## config.mk

```make
export PLATFORM = sky130hd
export DESIGN_NAME = imem_loader
export DESIGN_NICKNAME = d
export VERILOG_FILES = /design/src/rtl/imem_loader.sv
export SDC_FILE = /design/constraint.sdc
export NUM_CORES = 1
export LEC_CHECK = 0
export ABC_AREA = 1
export CORE_ASPECT_RATIO = 0.8
export CORE_MARGIN = 5
export CORE_UTILIZATION = 32
export DETAILED_ROUTE_END_ITERATION = 8
export HOLD_SLACK_MARGIN = 0.03
export SETUP_SLACK_MARGIN = 0.2
export SLEW_MARGIN = 20
export SYNTH_ARGS = -nofsm -noshare
export SYNTH_HDL_FRONTEND = slang
export SYNTH_SLANG_ARGS = --single-unit
```

## constraint.sdc

```tcl
create_clock -name clk -period 2.8 [get_ports clk]
set_input_delay 0.56 -clock clk [delete_from_list [all_inputs] [get_ports clk]]
set_output_delay 0.56 -clock clk [all_outputs]
set_load 0.03 [all_outputs]
```

## src/rtl/imem_loader.sv

```systemverilog
// ---------------------------------------------------------------------------
// imem_loader
//
// Boot-time program loader. It receives a program image as a byte stream from
// the MMIO serial receiver and writes it into instruction memory one 32-bit
// word at a time. The CPU core is held in reset until a load completes
// successfully.
//
// Stream format, all fields little-endian:
//   N[7:0], N[15:8]                 word count
//   N x { b0, b1, b2, b3 }          instruction words
//   csum                            only when LOADER_CHECKSUM_EN is defined
//
// Optional feature macro: LOADER_CHECKSUM_EN
//   When this macro is defined, the loader keeps a running 8-bit sum of every
//   length byte and data byte. It then takes one trailing byte and finishes
//   in DONE only if (sum + byte) mod 256 == 0. Otherwise it finishes in ERR.
//   When the macro is undefined, ERR is never entered.
//
// Ports
//   clk        in   rising-edge clock
//   reset_n    in   asynchronous active-low reset
//   start      in   load request pulse; honoured only in IDLE / DONE / ERR
//   rx_data    in   [7:0] received byte
//   rx_valid   in   rx_data holds a byte
//   rx_ready   out  loader accepts a byte (LEN0, LEN1, DATA, CSUM)
//   imem_we    out  one-cycle instruction-memory write strobe
//   imem_addr  out  [31:0] word-aligned byte address; 0 outside WRITE
//   imem_wd    out  [31:0] word being written; holds its value between writes
//   cpu_reset  out  core reset; low only in DONE
//   done       out  last load completed successfully
//   error      out  last load failed its checksum
// ---------------------------------------------------------------------------
module imem_loader (
    input  logic        clk,
    input  logic        reset_n,
    input  logic        start,
    input  logic [7:0]  rx_data,
    input  logic        rx_valid,
    output logic        rx_ready,
    output logic        imem_we,
    output logic [31:0] imem_addr,
    output logic [31:0] imem_wd,
    output logic        cpu_reset,
    output logic        done,
    output logic        error
);

    localparam logic [2:0] IDLE  = 3'd0;
    localparam logic [2:0] LEN0  = 3'd1;
    localparam logic [2:0] LEN1  = 3'd2;
    localparam logic [2:0] DATA  = 3'd3;
    localparam logic [2:0] WRITE = 3'd4;
    localparam logic [2:0] DONE  = 3'd5;
    localparam logic [2:0] ERR   = 3'd6;
`ifdef LOADER_CHECKSUM_EN
    localparam logic [2:0] CSUM  = 3'd7;
`endif

    logic [2:0]  state;
    logic [15:0] n_words;
    logic [15:0] word_idx;
    logic [1:0]  byte_cnt;
    logic [23:0] word_buf;   // bytes 0..2 of the word being assembled
    logic        xfer;
    logic        last_word;

`ifdef LOADER_CHECKSUM_EN
    logic [7:0]  csum;
    logic [7:0]  csum_next;
`endif

    assign xfer = rx_valid && rx_ready;

    // Compare in 17 bits so that word_idx + 1 cannot wrap when N = 65535.
    assign last_word = ({1'b0, word_idx} + 17'd1) >= {1'b0, n_words};

`ifdef LOADER_CHECKSUM_EN
    assign csum_next = csum + rx_data;
`endif

    always_ff @(posedge clk or negedge reset_n) begin
        if (!reset_n) begin
            state    <= IDLE;
            n_words  <= '0;
            word_idx <= '0;
            byte_cnt <= '0;
            word_buf <= '0;
            imem_wd  <= '0;
`ifdef LOADER_CHECKSUM_EN
            csum     <= '0;
`endif
        end else begin
            case (state)
                IDLE, DONE, ERR: begin
                    if (start) begin
                        state    <= LEN0;
                        n_words  <= '0;
                        word_idx <= '0;
                        byte_cnt <= '0;
`ifdef LOADER_CHECKSUM_EN
                        csum     <= '0;
`endif
                    end
                end
                LEN0: begin
                    if (xfer) begin
                        n_words[7:0] <= rx_data;
`ifdef LOADER_CHECKSUM_EN
                        csum         <= csum_next;
`endif
                        state        <= LEN1;
                    end
                end
                LEN1: begin
                    if (xfer) begin
                        n_words[15:8] <= rx_data;
`ifdef LOADER_CHECKSUM_EN
                        csum          <= csum_next;
`endif
                        if ({rx_data, n_words[7:0]} == 16'd0) begin
`ifdef LOADER_CHECKSUM_EN
                            state <= CSUM;
`else
                            state <= DONE;
`endif
                        end else begin
                            state <= DATA;
                        end
                    end
                end
                DATA: begin
                    if (xfer) begin
`ifdef LOADER_CHECKSUM_EN
                        csum     <= csum_next;
`endif
                        byte_cnt <= byte_cnt + 2'd1;
                        case (byte_cnt)
                            2'd0: word_buf[7:0]   <= rx_data;
                            2'd1: word_buf[15:8]  <= rx_data;
                            2'd2: word_buf[23:16] <= rx_data;
                            default: begin
                                // The write data is registered here and left
                                // untouched until the next word, so imem_wd
                                // stays stable outside WRITE.
                                imem_wd <= {rx_data, word_buf};
                                state   <= WRITE;
                            end
                        endcase
                    end
                end
                WRITE: begin
                    if (!last_word) begin
                        word_idx <= word_idx + 16'd1;
                        state    <= DATA;
                    end else begin
`ifdef LOADER_CHECKSUM_EN
                        state <= CSUM;
`else
                        state <= DONE;
`endif
                    end
                end
`ifdef LOADER_CHECKSUM_EN
                CSUM: begin
                    if (xfer) begin
                        state <= (csum_next == 8'd0) ? DONE : ERR;
                    end
                end
`endif
                default: state <= IDLE;
            endcase
        end
    end

    always_comb begin
        rx_ready  = (state == LEN0) || (state == LEN1) || (state == DATA)
`ifdef LOADER_CHECKSUM_EN
                    || (state == CSUM)
`endif
                    ;
        imem_we   = (state == WRITE);
        imem_addr = imem_we ? {14'd0, word_idx, 2'b00} : '0;
        cpu_reset = (state != DONE);
        done      = (state == DONE);
        error     = (state == ERR);
    end

endmodule
```

==> impl_metrics.json <==
{
  "io_pins": 81,
  "die_x_um": 147,
  "tightestPinTransition_ns": 0.854,
  "cp_top_family": "simple AND/OR/NAND/NOR gates",
  "cts_tree": "built",
  "grt_pass1_vias": 3829,
  "synthFlopType": "dfrtp_1",
  "setup_viol": 0,
  "antenna_found_initial": 0,
  "drive_above_1_share_pct": 19.9,
  "ys_types": 30,
  "fin_area_um2": 6190,
  "crit_path_max_fanout": 8,
  "netlist_instances": 547,
  "grt_max_degree": 62,
  "yosysMostFrequentCell": "nand2_1",
  "rows": 40,
  "startpoint": "word_idx[1]$_DFFE_PN0P_",
  "core_um2": 14900,
  "worstSetupEndpointType": "flop",
  "irDropWorstVdd_mv": 0.451,
  "outcome": "complete, no violations",
  "fmax_ghz": 0.391,
  "hold_viol_final": 0,
  "start_util_pct": 32.3,
  "dpl-instance-area_um2": 5600,
  "dieArea_um2": 17600,
  "root_buffer": "clkbuf_16",
  "clkTransAtPathRegs_ns": 0.07,
  "synth_area_per_cell_um2": 8.78,
  "hpwl_um": 8610,
  "rsz0062_at_grt": "yes",
  "layoutNonFillerInstCount": 817,
  "die_y_um": 120,
  "start_kind": "flop",
  "fin_nets": 656,
  "cp_slowest_stage_delay_ns": 0.40,
  "cts_hold_buf": 0,
  "grtUsageTotal_pct": 13.6,
  "portBuffers": 64,
  "period_needed_ns": 2.56,
  "p_per_area_nw_per_um2": 961,
  "hold_path_class": "input port to asynchronous set/reset pin",
  "numCtsBuffers": 9,
  "dp_worst_setup_slack_ns": -0.000488,
  "yosys-top-cells-count": "nand2_1 (120), dfrtp_1 (93), inv_1 (68)",
  "critPathKind": "flop to flop",
  "drc": 0,
  "fin_skew_ns": 0.00590,
  "rr_startpoint": "word_idx[1]$_DFFE_PN0P_",
  "crit_arrival_ns": 2.80,
  "yosys_warnings": 0,
  "drv_slew": 0,
  "diodes": 0,
  "worstRegToRegCells": 17,
  "reg2reg_slack_ns": 0.24,
  "grt_pass1_wl_um": 19300,
  "insertion_delay_ns": 0.35,
  "gp_congestion": 0.863,
  "p_leak_uw": 0.00303,
  "path_buf_inv": 3,
  "synth_edf_count": 0,
  "ys_seq_area_share_pct": 48.4,
  "vias": 3860,
  "critical_path.slowest_cell": "dfrtp_1",
  "syn_to_final_growth_pct": 28.8,
  "endpoint": "word_idx[2]$_DFFE_PN0P_",
  "finalWorstSetupSlack_ns": 0.241,
  "required_ns": 3.04,
  "synth_top_area_share_pct": 48.4,
  "first_pass_iters": 4,
  "finalPower_uw": 5940,
  "synth_area_leader_cell": "dfrtp_1",
  "via_per_inst": 4.72,
  "clock_path_buffers": 2,
  "cts-htree-levels": 3,
  "dp_cells": 790,
  "async_reset_ff_share_pct": 100,
  "relSlewSlack_pct": 42.8,
  "drtIter0Drc": 214,
  "drv_cap": 0,
  "synth-seq-cells": 93,
  "netlist_area_um2": 4800,
  "finalCritPeriodShare_pct": 91.4,
  "crit_cells": 17,
  "finalWirelength_um": 11900,
  "synth_area_leaders": "dfrtp_1 (48%), nand2_1 (9.4%), mux2_2 (5.6%)",
  "nFillCells": 1419,
  "path_cells": "buf_4, nand3_2, buf_4, inv_2, nand2_1, nor2_2, xor2_2, ha_1, and3_1, nand2_1, nor2_2, nand2_4, nand3_2, nand2_4, nand2_8, nand2_4, nand2_1",
  "routedWlPerCell_um": 14.6,
  "clkSinkCount": 93,
  "grt_overflow": 0,
  "r2r_end": "word_idx[2]$_DFFE_PN0P_",
  "postRouteAntennaNets": 0
}
## power by group
group / total, uW / leakage (uW) / switching (uW) / internal, uW
Sequential: 1920 / 0.00126 / 200 / 1720
Clock: 1280 / 0.000155 / 568 / 716
Combinational: 2740 / 0.00162 / 1740 / 999
Total: 5940 / 0.00303 / 2510 / 3440
## state kept, by name, summed over array words and instances, names as in the netlist
name	flops
imem_wd	32
n_words	16
state	3
byte_cnt	2
word_buf	24
word_idx	16
## how the worst min path moves through the flow
stage / end / slack [ns] / depth (start not counted)
finish: word_buf[21]$_DFFE_PN0P_ / 0.16 / 1
floorplan: byte_cnt[0]$_DFFE_PN0P_ / 0.26 / 0
CTS: word_buf[21]$_DFFE_PN0P_ / 0.17 / 1
global placement: word_buf[3]$_DFFE_PN0P_ / 0.46 / 2
detailed placement: word_buf[17]$_DFFE_PN0P_ / 0.47 / 2
global route: imem_wd[22]$_DFFE_PN0P_ / 0.18 / 1
## layout make-up
type	count	area (um2)	share of cell area (%)
sequential	93	2330	37.7
multi-input combinational	368	2250	36.4
timing repair buffer	82	798	12.9
inverter	69	259	4.19
tap	189	236	3.82
clock buffer	9	225	3.64
clock inverter	7	87.6	1.42
## cell families (layout without fill, tap and decap cells)
kind of cell | after synthesis | after routing | synth area share [%]
buf+inv | 102 | 167 | 9.90
other cells | 1 | 16 | 0.0781
compound gates | 63 | 63 | 6.95
mux | 24 | 24 | 5.63
fa+ha+maj | 21 | 21 | 5.47
simple gates | 229 | 230 | 21.0
flops | 93 | 93 | 48.4
xor+xnor | 14 | 14 | 2.55
## through the flow
stage | hold slack (ns) | TNS [ns] | utilization [%]
global route | 0.183 | 0 | 41.6
finish | 0.158 | 0 | 41.6
CTS | 0.171 | 0 | 40.2
floorplan | 0.264 | 0 | -
detailed placement | 0.469 | -0.000488 | 37.7
global placement | 0.464 | 0 | 37.7
## layer usage
metal / wire length [um] / vias to the layer above / GRT usage [%]
li1: - / 1885 / -
met1: 5350 / 1841 / 17.5
met2: 5690 / 111 / 21.9
met3: 523 / 23 / 3.36
met4: 323 / 0 / 5.76
met5: 0 / - / 0
## cells in the final DEF, fill, tap and decap left out, types with 3 or more instances in the layout
cell             instances
nand2_1                110
nor3_2                   3
o21ai_0                 50
nor2_4                   6
ha_1                    20
nand3_1                 20
nand4_1                 20
a21oi_1                  7
nor2_1                  36
clkdlybuf4s50_1         46
dfrtp_2                  3
dfrtp_1                 90
xor2_2                   3
buf_4                   29
nand2_2                 10
inv_1                   67
inv_6                    3
nor2_2                   9
nand3_2                  4
nand2_4                  4
clkbuf_16                9
conb_1                  16
xor2_1                  11
mux2_2                  24
buf_12                   5
## repair_timing
item / in CTS / in global routing
gates resized for setup: 8 / 41
buffers inserted: 4 / 6
cloned: 0 / 1
setup endpoints to repair: 19 / 34
pin swaps: 1 / 15
Note: power is estimated with default switching activity, not from simulation.
